===== src/rtl/arcade_input_pkg.sv =====
// Shared constants for arcade_input_map: PS/2 scancodes, joystick word layout, DIP index.
// Also holds the held-key state type and the scancode decoder.
package arcade_input_pkg;

  localparam logic [7:0] SC_P0_U = 8'h75, SC_P0_D = 8'h72, SC_P0_L = 8'h6B, SC_P0_R = 8'h74;
  localparam logic [7:0] SC_P0_B0 = 8'h14, SC_P0_B1 = 8'h11, SC_P0_B2 = 8'h29;
  localparam logic [7:0] SC_P0_START_A = 8'h05, SC_P0_START_B = 8'h16;
  localparam logic [7:0] SC_P0_COIN_A = 8'h76, SC_P0_COIN_B = 8'h2E;
  localparam logic [7:0] SC_P1_U = 8'h2D, SC_P1_D = 8'h2B, SC_P1_L = 8'h23, SC_P1_R = 8'h34;
  localparam logic [7:0] SC_P1_B0 = 8'h1C, SC_P1_B1 = 8'h1B, SC_P1_B2 = 8'h15;
  localparam logic [7:0] SC_P1_START_A = 8'h06, SC_P1_START_B = 8'h1E, SC_P1_COIN = 8'h36;
  localparam logic [7:0] SC_P2_START = 8'h26, SC_P2_COIN = 8'h3D;
  localparam logic [7:0] SC_P3_START = 8'h25, SC_P3_COIN = 8'h3E;

  localparam int JB_R = 0, JB_L = 1, JB_D = 2, JB_U = 3;
  localparam int JB_BTN0 = 4, JB_START = 8, JB_COIN = 9;

  localparam int DIR_R = 0, DIR_L = 1, DIR_D = 2, DIR_U = 3;

  localparam logic [7:0] DIP_IOCTL_INDEX = 8'd254;

  typedef struct packed {
    logic       coin;
    logic       start;
    logic [2:0] btn;
    logic [3:0] dir;
  } key_state_t;

  // bit_idx uses the joystick word numbering so keys and joystick share one layout.
  typedef struct packed {
    logic       hit;
    logic [1:0] player;
    logic [3:0] bit_idx;
  } key_dec_t;

  function automatic key_dec_t decode_key(input logic [7:0] code);
    key_dec_t d;
    d = '0;
    case (code)
      SC_P0_U:       d = '{1'b1, 2'd0, 4'(JB_U)};
      SC_P0_D:       d = '{1'b1, 2'd0, 4'(JB_D)};
      SC_P0_L:       d = '{1'b1, 2'd0, 4'(JB_L)};
      SC_P0_R:       d = '{1'b1, 2'd0, 4'(JB_R)};
      SC_P0_B0:      d = '{1'b1, 2'd0, 4'(JB_BTN0)};
      SC_P0_B1:      d = '{1'b1, 2'd0, 4'(JB_BTN0 + 1)};
      SC_P0_B2:      d = '{1'b1, 2'd0, 4'(JB_BTN0 + 2)};
      SC_P0_START_A,
      SC_P0_START_B: d = '{1'b1, 2'd0, 4'(JB_START)};
      SC_P0_COIN_A,
      SC_P0_COIN_B:  d = '{1'b1, 2'd0, 4'(JB_COIN)};
      SC_P1_U:       d = '{1'b1, 2'd1, 4'(JB_U)};
      SC_P1_D:       d = '{1'b1, 2'd1, 4'(JB_D)};
      SC_P1_L:       d = '{1'b1, 2'd1, 4'(JB_L)};
      SC_P1_R:       d = '{1'b1, 2'd1, 4'(JB_R)};
      SC_P1_B0:      d = '{1'b1, 2'd1, 4'(JB_BTN0)};
      SC_P1_B1:      d = '{1'b1, 2'd1, 4'(JB_BTN0 + 1)};
      SC_P1_B2:      d = '{1'b1, 2'd1, 4'(JB_BTN0 + 2)};
      SC_P1_START_A,
      SC_P1_START_B: d = '{1'b1, 2'd1, 4'(JB_START)};
      SC_P1_COIN:    d = '{1'b1, 2'd1, 4'(JB_COIN)};
      SC_P2_START:   d = '{1'b1, 2'd2, 4'(JB_START)};
      SC_P2_COIN:    d = '{1'b1, 2'd2, 4'(JB_COIN)};
      SC_P3_START:   d = '{1'b1, 2'd3, 4'(JB_START)};
      SC_P3_COIN:    d = '{1'b1, 2'd3, 4'(JB_COIN)};
      default:       d = '0;
    endcase
    return d;
  endfunction

  function automatic key_state_t set_key(input key_state_t k, input logic [3:0] idx,
                                         input logic v);
    key_state_t r;
    r = k;
    case (idx)
      4'd0:    r.dir[0] = v;
      4'd1:    r.dir[1] = v;
      4'd2:    r.dir[2] = v;
      4'd3:    r.dir[3] = v;
      4'd4:    r.btn[0] = v;
      4'd5:    r.btn[1] = v;
      4'd6:    r.btn[2] = v;
      4'd8:    r.start  = v;
      4'd9:    r.coin   = v;
      default: r = k;
    endcase
    return r;
  endfunction

  function automatic logic [15:0] key_to_joy(input key_state_t k);
    logic [15:0] w;
    w           = '0;
    w[3:0]      = k.dir;
    w[6:4]      = k.btn;
    w[JB_START] = k.start;
    w[JB_COIN]  = k.coin;
    return w;
  endfunction

endpackage


===== src/rtl/coin_pulse_stretch.sv =====
// Turns a rising coin edge into a fixed COIN_PULSE-cycle high pulse; edges while busy are dropped.
// Output rises the cycle after the edge is sampled; reset loads the edge history from the live input.
module coin_pulse_stretch #(
  parameter int COIN_PULSE = 400000
) (
  input  logic clk_sys,
  input  logic reset,
  input  logic coin_i,
  output logic pulse_o
);

  localparam int CW = $clog2(COIN_PULSE + 1);

  logic [CW-1:0] cnt_q, cnt_d;
  logic          prev_q;
  logic          pulse_q;

  always_comb begin
    cnt_d = cnt_q;
    if (cnt_q != '0) begin
      cnt_d = cnt_q - CW'(1);
    end else if (coin_i && !prev_q) begin
      cnt_d = CW'(COIN_PULSE);
    end
  end

  // Seeding prev_q from the input on reset means a coin held through reset is not a new edge.
  always_ff @(posedge clk_sys) begin
    prev_q <= coin_i;
    if (reset) begin
      cnt_q   <= '0;
      pulse_q <= 1'b0;
    end else begin
      cnt_q   <= cnt_d;
      pulse_q <= (cnt_d != '0);
    end
  end

  assign pulse_o = pulse_q;

endmodule


===== src/rtl/arcade_input_map.sv =====
// Merges PS/2 held-key state with per-player joystick words, SOCD cleaning, coin stretch, DIP bank.
// Optional autofire on button 0 when ARCADE_INPUT_AUTOFIRE_EN is defined; all outputs registered.
module arcade_input_map
  import arcade_input_pkg::*;
#(
  parameter int NUM_PLAYERS = 2,
  parameter int NUM_BTNS    = 1,
  parameter int DIP_BYTES   = 8,
  parameter int COIN_PULSE  = 400000,
  parameter int SOCD_MODE   = 1
`ifdef ARCADE_INPUT_AUTOFIRE_EN
  ,
  parameter int AUTOFIRE_DIV = 1333333
`endif
) (
  input  logic                          clk_sys,
  input  logic                          reset,
  input  logic [10:0]                   ps2_key,
  input  logic [16*NUM_PLAYERS-1:0]     joy_in,
  input  logic                          share,
  input  logic                          ioctl_wr,
  input  logic [7:0]                    ioctl_index,
  input  logic [24:0]                   ioctl_addr,
  input  logic [7:0]                    ioctl_dout,
  output logic [8*DIP_BYTES-1:0]        dip,
  output logic [4*NUM_PLAYERS-1:0]      p_dir,
  output logic [NUM_BTNS*NUM_PLAYERS-1:0] p_btn,
  output logic [NUM_PLAYERS-1:0]        p_start,
  output logic [NUM_PLAYERS-1:0]        p_coin
`ifdef ARCADE_INPUT_AUTOFIRE_EN
  ,
  input  logic [NUM_PLAYERS-1:0]        autofire
`endif
);

  if (NUM_PLAYERS < 1 || NUM_PLAYERS > 4) begin : g_bad_players
    $error("arcade_input_map: NUM_PLAYERS must be 1..4");
  end
  if (NUM_BTNS < 1 || NUM_BTNS > 4) begin : g_bad_btns
    $error("arcade_input_map: NUM_BTNS must be 1..4");
  end
  if (DIP_BYTES < 1 || DIP_BYTES > 8) begin : g_bad_dip
    $error("arcade_input_map: DIP_BYTES must be 1..8");
  end
  if (COIN_PULSE < 2) begin : g_bad_coin
    $error("arcade_input_map: COIN_PULSE must be >= 2");
  end
  if (SOCD_MODE < 0 || SOCD_MODE > 1) begin : g_bad_socd
    $error("arcade_input_map: SOCD_MODE must be 0 or 1");
  end

  logic       old_toggle_q;
  logic       key_evt;
  key_dec_t   dec;
  key_state_t key_q [NUM_PLAYERS];
  key_state_t key_d [NUM_PLAYERS];

  assign dec     = decode_key(ps2_key[7:0]);
  assign key_evt = (ps2_key[10] != old_toggle_q);

  always_comb begin
    for (int p = 0; p < NUM_PLAYERS; p++) begin
      key_d[p] = key_q[p];
      if (key_evt && dec.hit && int'(dec.player) == p) begin
        key_d[p] = set_key(key_q[p], dec.bit_idx, ps2_key[9]);
      end
    end
  end

  logic [NUM_PLAYERS-1:0][15:0]          raw, mrg;
  logic [NUM_PLAYERS-1:0][NUM_BTNS-1:0]  btn_m, btn_c;
  logic [4*NUM_PLAYERS-1:0]              p_dir_q, p_dir_d;
  logic [NUM_BTNS*NUM_PLAYERS-1:0]       p_btn_q, p_btn_d;
  logic [NUM_PLAYERS-1:0]                p_start_q, p_start_d;
  logic [8*DIP_BYTES-1:0]                dip_q, dip_d;

  // Share ORs player 0's physical inputs into everyone, so SOCD sees the combined word.
  always_comb begin
    for (int p = 0; p < NUM_PLAYERS; p++) begin
      raw[p] = key_to_joy(key_q[p]) | joy_in[16*p +: 16];
    end
    for (int p = 0; p < NUM_PLAYERS; p++) begin
      mrg[p] = raw[p];
      if (share && p > 0) begin
        mrg[p] = raw[p] | raw[0];
      end
      btn_m[p] = mrg[p][JB_BTN0 +: NUM_BTNS];
    end
  end

`ifdef ARCADE_INPUT_AUTOFIRE_EN
  localparam int AW = $clog2(AUTOFIRE_DIV + 1);

  if (AUTOFIRE_DIV < 1) begin : g_bad_af
    $error("arcade_input_map: AUTOFIRE_DIV must be >= 1");
  end

  logic [NUM_PLAYERS-1:0][AW-1:0] af_cnt_q, af_cnt_d;
  logic [NUM_PLAYERS-1:0]         af_ph_q, af_ph_d, af_hold;

  // Phase idles high so every fresh press starts with a full high half-period.
  always_comb begin
    for (int p = 0; p < NUM_PLAYERS; p++) begin
      af_hold[p]  = autofire[p] & btn_m[p][0];
      af_cnt_d[p] = '0;
      af_ph_d[p]  = 1'b1;
      if (af_hold[p]) begin
        if (af_cnt_q[p] == AW'(AUTOFIRE_DIV - 1)) begin
          af_ph_d[p] = ~af_ph_q[p];
        end else begin
          af_cnt_d[p] = af_cnt_q[p] + AW'(1);
          af_ph_d[p]  = af_ph_q[p];
        end
      end
      btn_c[p]    = btn_m[p];
      btn_c[p][0] = af_hold[p] ? af_ph_q[p] : btn_m[p][0];
    end
  end

  always_ff @(posedge clk_sys) begin
    if (reset) begin
      af_cnt_q <= '0;
      af_ph_q  <= '1;
    end else begin
      af_cnt_q <= af_cnt_d;
      af_ph_q  <= af_ph_d;
    end
  end
`else
  assign btn_c = btn_m;
`endif

  always_comb begin
    for (int p = 0; p < NUM_PLAYERS; p++) begin
      p_dir_d[4*p +: 4] = mrg[p][3:0];
      if (SOCD_MODE == 1) begin
        if (mrg[p][JB_U] && mrg[p][JB_D]) begin
          p_dir_d[4*p + DIR_U] = 1'b0;
          p_dir_d[4*p + DIR_D] = 1'b0;
        end
        if (mrg[p][JB_L] && mrg[p][JB_R]) begin
          p_dir_d[4*p + DIR_L] = 1'b0;
          p_dir_d[4*p + DIR_R] = 1'b0;
        end
      end
      p_btn_d[NUM_BTNS*p +: NUM_BTNS] = btn_c[p];
      p_start_d[p] = mrg[p][JB_START];
    end
  end

  always_comb begin
    dip_d = dip_q;
    for (int n = 0; n < DIP_BYTES; n++) begin
      if (ioctl_wr && ioctl_index == DIP_IOCTL_INDEX && ioctl_addr == 25'(n)) begin
        dip_d[8*n +: 8] = ioctl_dout;
      end
    end
  end

  always_ff @(posedge clk_sys) begin
    old_toggle_q <= ps2_key[10];
    if (reset) begin
      for (int p = 0; p < NUM_PLAYERS; p++) begin
        key_q[p] <= '0;
      end
      p_dir_q   <= '0;
      p_btn_q   <= '0;
      p_start_q <= '0;
      dip_q     <= '0;
    end else begin
      for (int p = 0; p < NUM_PLAYERS; p++) begin
        key_q[p] <= key_d[p];
      end
      p_dir_q   <= p_dir_d;
      p_btn_q   <= p_btn_d;
      p_start_q <= p_start_d;
      dip_q     <= dip_d;
    end
  end

  for (genvar g = 0; g < NUM_PLAYERS; g++) begin : g_coin
    coin_pulse_stretch #(
      .COIN_PULSE(COIN_PULSE)
    ) u_coin (
      .clk_sys(clk_sys),
      .reset  (reset),
      .coin_i (mrg[g][JB_COIN]),
      .pulse_o(p_coin[g])
    );
  end

  // Extended-key flag and spare joystick bits have no consumer.
  logic unused_bits;
  assign unused_bits = ^{ps2_key[8], mrg};

  assign dip     = dip_q;
  assign p_dir   = p_dir_q;
  assign p_btn   = p_btn_q;
  assign p_start = p_start_q;

endmodule


===== config.mk =====
export PLATFORM = sky130hd
export DESIGN_NAME = arcade_input_map
export DESIGN_NICKNAME = d
export VERILOG_FILES = /design/src/rtl/arcade_input_pkg.sv /design/src/rtl/coin_pulse_stretch.sv /design/src/rtl/arcade_input_map.sv
export SDC_FILE = /design/constraint.sdc
export NUM_CORES = 1
export LEC_CHECK = 0
export CAP_MARGIN = 5
export CORE_ASPECT_RATIO = 1.1
export CORE_UTILIZATION = 45
export DETAILED_ROUTE_END_ITERATION = 10
export PLACE_DENSITY = 0.74
export SYNTH_ARGS = -nofsm -noshare
export SYNTH_HDL_FRONTEND = slang
export SYNTH_SLANG_ARGS = --single-unit

===== constraint.sdc =====
create_clock -name clk_sys -period 3.3 [get_ports clk_sys]
set_input_delay 0.66 -clock clk_sys [delete_from_list [all_inputs] [get_ports clk_sys]]
set_output_delay 0.66 -clock clk_sys [all_outputs]
set_load 0.01 [all_outputs]

==> qor.csv <==
metric,value,unit
clk root buf,clkbuf_16,
hold wc startpoint,key_q[0][2],
Worst VDD drop,0.541,mV
most frequent cells in the layout,"145 x clkdlybuf4s50_1, 133 x dfxtp_1, 113 x nor2_1, 76 x mux2i_1, 32 x nor3_1",
post-layout min period,2.92,ns
CTS tree,built,
H-Tree Depth,4,
pre-CTS WS,-0.0421,ns
clock-pin slew on the worst setup and hold paths,0.05,ns
Syn. warnings,0,
Num CTS Buffers,17,
Post-Syn Area per Cell,8.80,sq um
Initial Util,46.5,%
WP data required,3.58,ns
number of max-cap violations,0,
dpl hpwl,13200,microns
PD cells,715,nW/um^2
chip height,128,microns
Congestion Overflow GR,0,
RR Startpoint,g_coin[1].u_coin.cnt_q[0],
Post-Synthesis Cell Area,6470,sq um
Skew-Pair Late Insertion Delay,0.42,ns
hold endpoint,key_q[0][2],
routed wire length,17900,microns
Worst setup SP type,input port,
share of layout cells above drive strength 1,9.41,%
worst hold path class,reg2reg,
reg2reg setup slack,0.51,ns
CP arrival,3.21,ns
Final nets,972,
P&R area growth vs syn,36.6,%
CTS max path bufs,2,
Fmax achieved,342,MHz
number of global-route vias before repair,5880,
hold path depth,2,
DR vias,6027,
Final setup viols,0,
RSZ-0062 raised after global routing,false,
# fillers,1208,
syn_nets,826,
die width,116,microns
hold bufs inserted after CTS,0,
Final WS setup,0.375,ns
Final Hold Viols,0,
Vias/cell,5.58,
number of synthesized register bits,133,
Die Footprint,14900,sq um
period utilisation layout,88.6,%
reg2reg path depth,8,
Slew Limit Fails,0,
Core Area,13900,sq um
CP Max Fanout,7,
DP Area,8230,sq um
CTS-repair resized insts,0,
WS Path Type,in2reg,
drt wl/cell,16.6,microns
design area,8840,sq um
Sink Count,133,
Slew @ Worst Pin,0.686,ns
headroom to the max-slew limit,53.6,%
cells after synthesis,735,
outcome,"complete, no violations",
drt pass-1 iters,5,
Yosys cell types,70,
antenna fix cells,0,
"commonest non-fill, non-tap cell in the layout",clkdlybuf4s50_1,
I/O pin count,166,
P_leak,3.43,nW
GR Util All Layers,24.9,%
first-pass GRT wire length,28800,microns
"Async S/R FF share, synth",0,%
ANT nets after route,0,
setup TNS,0,ns
Final GP Congestion,0.926,
Design Power,6.31,mW
"Seq/Total Area, Yosys",41.2,%
CP Capture Type,flip-flop,
Port-buffer cells,146,
reg-to-reg endpoint,g_coin[1].u_coin.pulse_o,
Worst Skew,0.00537,ns
Post CTS Setup Buffer Count,0,
number of flops mapped to enable cells by yosys,0,
DRT iter0 DRCs,283,
initial antenna violation count,0,
std cell rows,45,
DRC Markers,0,
largest net degree at the start of global routing,53,
most common flop cell mapped by yosys,dfxtp_1,
==> power breakdown <==
group / leakage [nW] / total (mW) / internal [mW] / switching, mW
combinational: 2.05 / 2.33 / 0.990 / 1.34
clock: 0.298 / 1.93 / 1.26 / 0.676
sequential: 1.08 / 2.05 / 1.81 / 0.243
total: 3.43 / 6.31 / 4.06 / 2.26
==> how the worst max path moves through the flow <==
stage	endpoint	slack, ns	cells after the start	startpoint
2_1_floorplan	dip[10]	0.48	7	ioctl_addr[3]
3_3_place_gp	dip[25]	0.04	9	ioctl_addr[3]
3_5_place_dp	dip[25]	-0.04	9	ioctl_addr[3]
4_1_cts	dip[51]	0.37	9	ioctl_addr[3]
5_1_grt	g_coin[1].u_coin.pulse_o	0.20	8	g_coin[1].u_coin.cnt_q[0]
6_report	dip[51]	0.38	9	ioctl_addr[3]
==> cell usage after synthesis (all sizes together) (5+ instances only) <==
cell type | instances | share of area [%]
a2111oi | 5 | 0.77
a211oi | 6 | 0.70
a21oi | 25 | 1.9
a31oi | 6 | 0.58
and2 | 5 | 0.48
and3 | 7 | 0.68
and3b | 6 | 0.81
buf | 6 | 0.62
clkbuf | 40 | 2.3
dfxtp | 133 | 41
inv | 10 | 0.58
mux2i | 76 | 12
nand2 | 21 | 1.2
nand2b | 19 | 1.8
nand3 | 21 | 1.6
nand3b | 5 | 0.64
nand4 | 16 | 1.5
nor2 | 117 | 7.2
nor2b | 19 | 1.8
nor3 | 33 | 2.7
nor3b | 6 | 0.70
nor4 | 20 | 2.3
nor4b | 5 | 0.68
o21ai | 19 | 1.5
o31ai | 8 | 0.93
or2 | 9 | 0.87
or3 | 7 | 0.68
or4 | 12 | 1.5
xnor2 | 8 | 1.1
xor2 | 11 | 1.5
==> sequential cells by signal, summed over array words and instances, names as in the netlist <==
name,count
g_coin.u_coin.pulse_o,2
g_coin.u_coin.prev_q,2
p_dir,8
g_coin.u_coin.cnt_q,38
key_q,14
dip,64
p_btn,2
old_toggle_q,1
p_start,2
==> per-stage QoR <==
| step | hold WS, ns | utilization [%] | cells |
|---|---|---|---|
| after floorplan | 0.434 | - | 735 |
| after global placement | 0.453 | 59.2 | 1050 |
| after detailed placement | 0.461 | 59.2 | 1050 |
| after CTS | 0.473 | 63.5 | 1081 |
| after global routing | 0.505 | 63.5 | 1081 |
| final | 0.471 | 63.5 | 1081 |
==> worst max-delay path, stage by stage <==
cell             delay [ns]
clkdlybuf4s50_1        0.40
or4b_2                 0.70
nor4_2                 0.37
buf_4                  0.17
nand3b_2               0.18
nor2_2                 0.21
buf_4                  0.21
mux2i_1                0.22
nor2_1                 0.07
==> routing by layer <==
layer / GRT usage [%] / share of wire (%) / vias to the layer above
met2: 43.9 / 51 / 174
met4: 10.1 / 2.1 / 0
met5: 0 / 0 / -
li1: - / - / 2963
met1: 28.9 / 41 / 2863
met3: 5.53 / 5.8 / 27
==> kinds of logic after synthesis <==
kind of cell,after synthesis,share of synthesized area (%)
multiplexers,77,11.9
AND/OR/NAND/NOR,341,29.1
XOR/XNOR,19,2.57
AO/OA/AOI/OAI,106,11.2
flip-flops,133,41.2
adder cells (fa/ha/maj),3,0.580
buffers and inverters,56,3.52
==> layout make-up <==
cell class / count / area, sq um / share of cell area [%]
Multi-Input combinational cell: 546 / 3580 / 40.5
Sequential cell: 133 / 2660 / 30.1
Timing Repair Buffer: 173 / 1710 / 19.4
Clock buffer: 22 / 484 / 5.48
Tap cell: 188 / 235 / 2.66
Clock inverter: 9 / 125 / 1.42
Inverter: 10 / 37.5 / 0.425
Power figures use the tool's default switching activity.
